[src/rtl/btn_step_debounce.sv]
// rtl/btn_step_debounce.sv - synchronize and debounce a raw pushbutton into clean press/release strobes
module btn_step_debounce #(
  parameter int DEBOUNCE_CYCLES = 1000,
  parameter int SYNC_STAGES     = 2,
  parameter bit ACTIVE_LOW      = 1'b0
) (
  input  logic       clk,
  input  logic       rst,
  input  logic       btn_in,
  output logic       btn_level,
  output logic       press_pulse,
  output logic       release_pulse,
  output logic [7:0] press_cnt
);

  localparam int            CW       = $clog2(DEBOUNCE_CYCLES) + 1;
  localparam logic [CW-1:0] CNT_LAST = CW'(DEBOUNCE_CYCLES - 1);

  typedef enum logic [1:0] {
    RELEASED,
    PRESS_CHECK,
    PRESSED,
    RELEASE_CHECK
  } state_t;

  state_t                 state;
  state_t                 state_nxt;
  logic [SYNC_STAGES-1:0] sync_ff;
  logic                   sync;
  logic [CW-1:0]          cnt;
  logic [CW-1:0]          cnt_nxt;
  logic                   press_evt;
  logic                   release_evt;

  // Chain resets to the idle raw level so reset release never looks like a press.
  always_ff @(posedge clk or posedge rst) begin
    if (rst) begin
      sync_ff <= {SYNC_STAGES{ACTIVE_LOW}};
    end else begin
      sync_ff <= {sync_ff[SYNC_STAGES-2:0], btn_in};
    end
  end

  assign sync = sync_ff[SYNC_STAGES-1] ^ ACTIVE_LOW;

  always_comb begin
    state_nxt   = state;
    cnt_nxt     = cnt;
    press_evt   = 1'b0;
    release_evt = 1'b0;
    case (state)
      RELEASED: begin
        if (sync) begin
          state_nxt = PRESS_CHECK;
          cnt_nxt   = '0;
        end
      end
      PRESS_CHECK: begin
        if (!sync) begin
          state_nxt = RELEASED;
          cnt_nxt   = '0;
        end else if (cnt == CNT_LAST) begin
          state_nxt = PRESSED;
          cnt_nxt   = '0;
          press_evt = 1'b1;
        end else begin
          cnt_nxt = cnt + CW'(1);
        end
      end
      PRESSED: begin
        if (!sync) begin
          state_nxt = RELEASE_CHECK;
          cnt_nxt   = '0;
        end
      end
      RELEASE_CHECK: begin
        if (sync) begin
          state_nxt = PRESSED;
          cnt_nxt   = '0;
        end else if (cnt == CNT_LAST) begin
          state_nxt   = RELEASED;
          cnt_nxt     = '0;
          release_evt = 1'b1;
        end else begin
          cnt_nxt = cnt + CW'(1);
        end
      end
      default: begin
        state_nxt = RELEASED;
        cnt_nxt   = '0;
      end
    endcase
  end

  // Outputs are registered from next-state so they change on the accepting edge.
  always_ff @(posedge clk or posedge rst) begin
    if (rst) begin
      state         <= RELEASED;
      cnt           <= '0;
      btn_level     <= 1'b0;
      press_pulse   <= 1'b0;
      release_pulse <= 1'b0;
      press_cnt     <= 8'h00;
    end else begin
      state         <= state_nxt;
      cnt           <= cnt_nxt;
      btn_level     <= (state_nxt == PRESSED) || (state_nxt == RELEASE_CHECK);
      press_pulse   <= press_evt;
      release_pulse <= release_evt;
      if (press_evt) begin
        press_cnt <= press_cnt + 8'd1;
      end
    end
  end

endmodule

[config.mk]
export PLATFORM = sky130hd
export DESIGN_NAME = btn_step_debounce
export DESIGN_NICKNAME = d
export VERILOG_FILES = /design/src/rtl/btn_step_debounce.sv
export SDC_FILE = /design/constraint.sdc
export NUM_CORES = 1
export LEC_CHECK = 0
export ABC_AREA = 1
export BUFFER_PORTS_ARGS = -buffer_cell sky130_fd_sc_hd__buf_4
export CAP_MARGIN = 10
export CORE_UTILIZATION = 57
export CTS_CLUSTER_DIAMETER = 80
export CTS_CLUSTER_SIZE = 24
export DETAILED_ROUTE_END_ITERATION = 7
export PLACE_DENSITY = 0.73
export SETUP_SLACK_MARGIN = 0.2
export SYNTH_ARGS = -nofsm -noshare
export SYNTH_HDL_FRONTEND = slang
export SYNTH_SLANG_ARGS = --single-unit
[constraint.sdc]
create_clock -name clk -period 1.61 [get_ports clk]
set_input_delay 0.2415 -clock clk [delete_from_list [all_inputs] [get_ports clk]]
set_output_delay 0.2415 -clock clk [all_outputs]
set_load 0.1 [all_outputs]
**Word level (Yosys, flattened, before mapping)**

Cells that the tools add are included.

- Flip-flop bits (word level): 26
- Bits of input ports: 3
- Output and inout bits: 11
- Word-level logic and storage cells: 38

- $add $sub $neg: 2
- Equal/unequal tests: 8
- Multiplexer cells: 18
- Reductions and logical operators: 3

Operators by type and width:

| kind | number |
|---|---|
| two-way mux 11 bit | 5 |
| case mux 11 bit (4 select lines) | 1 |
| two-way mux 2 bit | 6 |
| adder 11 x 1 -> 11 bit (second input constant) | 1 |
| equality test 11 x 10 -> 1 bit (second input constant) | 1 |
| adder 8 x 1 -> 8 bit (second input constant) | 1 |
| equality test 2 bit (second input constant) | 4 |
| case mux 2 bit (4 select lines) | 1 |
| two-way mux 1 bit | 5 |
| inequality test 2 bit (second input constant) | 2 |
| equality test 2 x 1 -> 1 bit (second input constant) | 1 |
| zero test 2 bit | 1 |
| AND reduction 2 bit | 1 |
| logical OR 1 bit | 1 |

**Logic depth before layout (Yosys ltp)**

Gate-level depths: netlist of run 1.

- Depth after elaboration: 6
- Depth in mapped cells: 9
- Mapped depth without buffers: 9

**Least setup slack after synthesis of run 1**

Ideal clock, no wire load.

- Path type: register to register
- Start: register state[1]
- End: register cnt[3]
- Library setup time: 125 ps
- Arrival: 1691 ps
- Data required time: 1485 ps
- Setup slack: -206 ps
- Stages on the path, launching flop included: 8
- Buffers on the path: 1
- Period minus slack after synthesis: 1816 ps
- Path through: dfrtp_1 -> inv_1 -> nand2_1 -> nand3_2 -> buf_6 -> nand2_2 -> xor2_1 -> nor2_1

- Word-level cells in the longest chain between the ends: 3
- Elaborated cells on any way between the ends: 8
- Those cells by class: eq/ne: 5; mux: 1; reduce/logical: 2

RTL lines:

| element | line | text |
|---|---|---|
| from (decl) | 26 | `state_t state;` |
| from (signal assigned) | 105 | `state <= state_nxt;` |
| equality test 2 bit / zero test 2 bit (equally long branches) | 51 | `case (state)` |
| inequality test 2 bit (no source line) | -- |  |
| AND reduction 2 bit (no source line) | -- |  |
| to (signal assigned) | 106 | `cnt <= cnt_nxt;` |
| to (decl) | 30 | `logic [CW-1:0] cnt;` |

Parallel ways exist; a longest one is shown, timed or not.
A chain may end at the register's enable or synchronous reset.

**Worst setup path in the final report of run 1**

- Start: register cnt[3]
- End: register press_cnt[1]

- Word-level cells in the longest chain between the ends: 4

RTL lines:

| element | line | text |
|---|---|---|
| equality test 11 x 10 -> 1 bit | 62 | `end else if (cnt == CNT_LAST) begin` |
| two-way mux 1 bit | 62 |  |
| two-way mux 1 bit | 59 | `if (!sync) begin` |
| two-way mux 1 bit | 51 |  |
| to (signal assigned) | 111 | `press_cnt <= press_cnt + 8'd1;` |
| to (decl) | 13 | `output logic [7:0] press_cnt` |

Every way passes these cells.

==> results.cfg, run 1 <==
[drt]
vias_per_cell = 5.35
drtPass1Iterations = 4
drtAntennaViolNets = 0
dr_total_vias = 1348
drt_iter0_markers = 59
wl_per_cell_um = 13.6
wl_mm = 3.43
drc = 0

[timing]
fin_crit_sh_pct = 87.2
fin_skew_ns = 0.00126
hold_ws_ns = 0.00776
fmax_ghz = 0.712
post-route-min-period_ns = 1.40
tightestPinTransition_ns = 0.325
grt_setup_unrepaired = true
relSlewSlack_pct = 78.3
timing.setup.tns_ns = 0
setup_violations = 0
finalMaxSlewViolations = 0
hold_violations = 0

[synthesis]
syn_avg_cell_area_um2 = 7.36
synth_warnings = 0
synthesis.nets = 199
synth-compound-area-share_pct = 2.37
synth_xor_area_share_pct = 4.29
synthAdderAreaFrac_pct = 1.75
synth_mux_area_share_pct = 0
synthTopCellsByCount = nand2_1, dfrtp_1, inv_1
synth_top_family_by_area = simple AND/OR/NAND/NOR gates
ys_top_cells_by_area = dfrtp_1, nand2_1, inv_1
synth.distinct_cells = 22
synthCells = 194
ys_seq_area_share_pct = 43.8
synth_flop_cell = dfrtp_1
synth_edf_count = 0
synth_top_cell_by_area = dfrtp_1
synth_top_area_share_pct = 43.8
synthSimpleGateAreaFrac_pct = 39.1
syn_area_mm2 = 0.00143
yosysMostFrequentCell = nand2_1
synthArstFlopShare_pct = 100
synth_seq_cells = 25

[place]
portBuffers = 13
placed_area_mm2 = 0.00158
dp_hpwl_mm = 2.14
place.gp.congestion = 0.868

[clocking]
cts.sinks = 25
clk_pin_slew_ns = 0.14
cts_root_buf = clkbuf_4
cts_buffers = 3
cts_buffer_depth = 2
cts_tree = done
clock_latency_ns = 0.33
cts_max_level = 1

[worst_setup_path]
crit_top_cell = nand2_1
critPathKind = reg2reg
ff2ff_setup_slack_ns = 0.21
required_ns = 1.84
critPathSlowestCell = dfrtp_2
end_kind = flop
path_delay_family = simple AND/OR/NAND/NOR gates
worstPathCellList = inv_1, nand2_1, nor2_4, nand2_1, nor2_1, nand3_2, nand2_1, nand2_1
crit_fanout = 8
crit_path_start_kind = flop
slowest_delay_ns = 0.45
critical_path_buf_inv_count = 1
crit_arrival_ns = 1.64

[die]
die-width_um = 52.0
io-pin-count = 14
die_area_mm2 = 0.00271
core-area_mm2 = 0.00228
start_util_pct = 62.7
dieHeight_um = 52.0
row_count = 17

[grt]
grt_pass1_wl_mm = 5.04
grt_max_degree = 26
grt_overflow = 0
antenna_found_initial = 0
grt_use_total_pct = 25.8
grt_pass1_vias = 1207

[power]
leakage_uw = 0.000915
power_density_mw_per_mm2 = 570
ir_drop_uv = 544

[final_layout]
drive_above_1_share_pct = 32.1
area_growth_pct = 26.4
fin_area_mm2 = 0.00180
diodes = 0
n_fill_cell = 146
final_nets = 230

[min_path]
hp-class = in2reg

[outcome]
status = finished clean

[job]
drv_cap = 0
state kept, by name, summed over array words and instances, names as in the netlist:
signal         flops
sync_ff            2
press_pulse        1
press_cnt          8
cnt               11
release_pulse      1
state              2
area by class of cell:
| class | count | area (um^2) | share of cell area [%] |
|---|---|---|---|
| inverter | 30 | 115 | 6.38 |
| tap | 28 | 35.0 | 1.94 |
| multi-input combinational | 138 | 762 | 42.2 |
| clock buffer | 4 | 26.3 | 1.46 |
| sequential | 25 | 648 | 35.9 |
| timing repair buffer | 27 | 218 | 12.1 |
worst paths after layout:
check                      cells after the start            startpoint                       end
setup / recovery                               8    cnt[3]$_DFFE_PP0P_  press_cnt[1]$_DFFE_PP0P_
hold / removal                                 1                btn_in      sync_ff[0]$_DFF_PP0_
setup reg to reg                               8    cnt[3]$_DFFE_PP0P_  press_cnt[1]$_DFFE_PP0P_
hold reg to reg                                0  sync_ff[0]$_DFF_PP0_      sync_ff[1]$_DFF_PP0_
max in group asynchronous                      4                   rst        state[1]$_DFF_PP0_
min in group asynchronous                      4                   rst        cnt[4]$_DFFE_PP0P_
through the flow:
step                cells  utilization, %  total power [uW]  setup WS (ns)
floorplan             194               -               696          0.204
global placement      236            69.5               712          0.115
detailed placement    236            69.5               713         0.0962
CTS                   244            73.4              1010          0.220
global route          252            79.3              1060          0.128
finish                252            79.3              1030          0.206
cell families after synthesis:
family / Yosys count
DFF: 25
AOI/OAI and AO/OA: 5
adders and majority gates: 2
buffers and inverters: 31
xor gates and xnor gates: 7
and+or+nand+nor: 124
routing by layer:
metal,vias up,global-route usage (%),wire length (um)
li1,664,-,-
met1,615,33.8,1440
met2,55,43.4,1670
met3,14,3.51,213
met4,0,9.46,100
met5,-,0,0
placed cells by master (no fill, tap or decap), types with 2 or more instances in the layout:
| cell | n |
|---|---|
| dfrtp_1 | 13 |
| dfrtp_4 | 3 |
| o21ai_1 | 2 |
| nor2_2 | 6 |
| nor3_1 | 2 |
| inv_1 | 23 |
| nor2_1 | 13 |
| xor2_1 | 6 |
| buf_4 | 25 |
| dfrtp_2 | 9 |
| nand2_1 | 63 |
| inv_2 | 6 |
| nand3_1 | 18 |
| nand4_1 | 5 |
| nor2_4 | 5 |
| nand2_2 | 7 |
| clkbuf_4 | 3 |
report_power, final:
part	leakage (uW)	switching (uW)	total [uW]	internal (uW)
sequential	0.000321	9.65	646	636
clock	0.0000150	197	295	97.3
combinational	0.000580	52.4	88.5	36.1
what timing repair did:
item,in CTS,in global routing
resized for setup,3,23
hold buffers,1,0
pin swaps,1,16
setup endpoints to repair,14,18
endpoints found under the hold margin,25,0
setup buffers,3,8
No activity file was read; power rests on OpenSTA's default activity.
==> run 2, diff against run 1 <==
--- a/config.mk
+++ b/config.mk
@@ -8,7 +8,9 @@
 export ABC_AREA = 1
 export BUFFER_PORTS_ARGS = -buffer_cell sky130_fd_sc_hd__buf_4
 export CAP_MARGIN = 10
-export CORE_UTILIZATION = 57
+export CELL_PAD_IN_SITES_DETAIL_PLACEMENT = 1
+export CELL_PAD_IN_SITES_GLOBAL_PLACEMENT = 2
+export CORE_UTILIZATION = 33
 export CTS_CLUSTER_DIAMETER = 80
 export CTS_CLUSTER_SIZE = 24
 export DETAILED_ROUTE_END_ITERATION = 7
==> run 2 against run 1 <==
Utilization down 34 points; register-to-register slack improved by 0.06 ns; sequential power about the same; clock power increased by 34%; via count shrank 2.0%; clock-buffer cell count decreased by 1; flip-flop and latch count is the same; worst hold slack barely moved; maximum frequency rose by 4.1%; combinational power increased by 0.6%; critical path type unchanged.
==> results.cfg, run 2 (synthesized netlist as in run 1, its figures left out) <==
[power]
leakage_uw = 0.000911
p_sw_share_pct = 25.2
ir_drop_uv = 272
power_density_mw_per_mm2 = 611
power_frac_seq_pct = 57.2
p_int_uw = 844
clockPowerShare_pct = 34.9
combPwrFrac_pct = 7.9
p_total_uw = 1130
p_sw_uw = 284

[drt]
dr_total_vias = 1321
wl_met2_mm = 2.05
wl_per_cell_um = 14.0
wl_met1_mm = 1.65
drtAntennaViolNets = 0
drt_iter0_markers = 51
vias_per_cell = 4.84
wl_met3_um = 71
drc = 0
drtPass1Iterations = 4
wl_mm = 3.83
highest_layer = met4

[clocking]
cts_buffer_depth = 2
cts_buffers = 3
clk_pin_slew_ns = 0.10
clock_latency_ns = 0.28
holdBufCountCts = 0
cts_max_level = 1
cts_tree = done
cts.sinks = 25
cts_root_buf = clkbuf_8

[timing]
tightestPinTransition_ns = 0.342
finalMaxSlewViolations = 0
grt_setup_unrepaired = true
post-route-min-period_ns = 1.35
relSlewSlack_pct = 77.2
fin_skew_ns = 0.00540
hold_violations = 0
fmax_ghz = 0.742
fin_crit_sh_pct = 83.7
setup_violations = 0
fin_ws_ns = 0.262
timing.setup.tns_ns = 0
hold_ws_ns = 0.00818

[grt]
grt_max_degree = 26
grt_pass1_vias = 1340
grt_use_total_pct = 18.4
grt_pass1_wl_mm = 6.19
antenna_found_initial = 0
grt_overflow = 0

[worst_setup_path]
slowest_delay_ns = 0.40
critPathKind = reg2reg
end_kind = flop
crit_start = cnt[0]$_DFFE_PP0P_
required_ns = 1.79
worstPathCellList = ha_4, inv_2, nor2_2, nand2_1, nor2_2, nand3_4, nand2_2, nand2_1
critical_path_buf_inv_count = 1
crit_fanout = 8
crit_path_start_kind = flop
critPathSlowestCell = dfrtp_1
crit_arrival_ns = 1.52
path_delay_family = simple AND/OR/NAND/NOR gates
r2r_start = cnt[0]$_DFFE_PP0P_

[die]
dieHeight_um = 67.8
io-pin-count = 14
start_util_pct = 34.9
core-area_mm2 = 0.00409
die_area_mm2 = 0.00459
die-width_um = 67.8
row_count = 23

[job]
drv_cap = 0

[final_layout]
finish.utilization_pct = 45.2
final_common_cell = nand2_1
area_growth_pct = 29.4
largest-register = cnt
largest_reg_flops = 11
final_cell_mix = nand2_1, buf_4, inv_1
n_fill_cell = 500
drive_above_1_share_pct = 35.9
top_regs = cnt: 11 flops, press_cnt: 8 flops
final_nets = 229
diodes = 0

[place]
portBuffers = 13
place_ws_ns = 0.0174
dp_hpwl_mm = 2.74
place.gp.congestion = 0.783

[min_path]
hp-class = in2async

[outcome]
status = finished clean
run 2: changes by cell type in the layout (fill, tap and decap cells not counted), moves of 2 or more:
cell / before / now
nand2_1: 63 / 59
clkbuf_4: 3 / 0
clkbuf_8: 0 / 3
nand2_2: 7 / 10
nor2_2: 6 / 9
nor2_4: 5 / 3
run 2: cell type report:
type,instances,area [um^2],area share [%]
tap,50,62.6,3.39
multi-input combinational,138,777,42.1
inverter,30,116,6.30
clock buffer,3,41.3,2.24
clock inverter,1,5.00,0.271
timing repair buffer,26,195,10.6
sequential,25,649,35.2
run 2: what timing repair did:
item | in CTS | in global routing
buffers inserted | 8 | 3
pin swaps | 6 | 11
gates resized for setup | 6 | 26
endpoints found under the setup margin | 18 | 21
run 2: power by group through the flow:
stage / registers [uW] / clock network, uW / logic [uW]
after floorplan: 654 / 0 / 41.3
after global placement: 656 / 0 / 60.4
after detailed placement: 657 / 0 / 61.1
after CTS: 643 / 403 / 83.6
after global routing: 647 / 424 / 99.1
final: 645 / 394 / 89.0
run 2: final timing paths:
check	slack, ns	cells past startpoint	endpoint
max in group asynchronous	1.30	3	press_cnt[0]$_DFFE_PP0P_
worst max register to register	0.26	8	press_cnt[5]$_DFFE_PP0P_
min in group clk	0.07	1	sync_ff[0]$_DFF_PP0_
worst min register to register	0.36	0	sync_ff[1]$_DFF_PP0_
worst max-delay path	0.26	8	press_cnt[5]$_DFFE_PP0P_
worst min-delay path	0.008	3	cnt[9]$_DFFE_PP0P_
run 2: layer usage:
layer | vias up | global-route usage (%)
li1 | 659 | -
met1 | 643 | 22.3
met2 | 14 | 33.3
met3 | 5 | 2.03
met4 | 0 | 6.25
met5 | - | 0
run 2: through the flow:
stage	std cells	instance area, um^2
floorplan	194	1450
global placement	258	1610
detailed placement	258	1610
CTS	270	1740
global route	273	1850
finish	273	1850
run 2: tightest hold or removal path, delay by kind of cell:
kind | cells | cell delay [ns]
buf+inv | 3 | 0.46
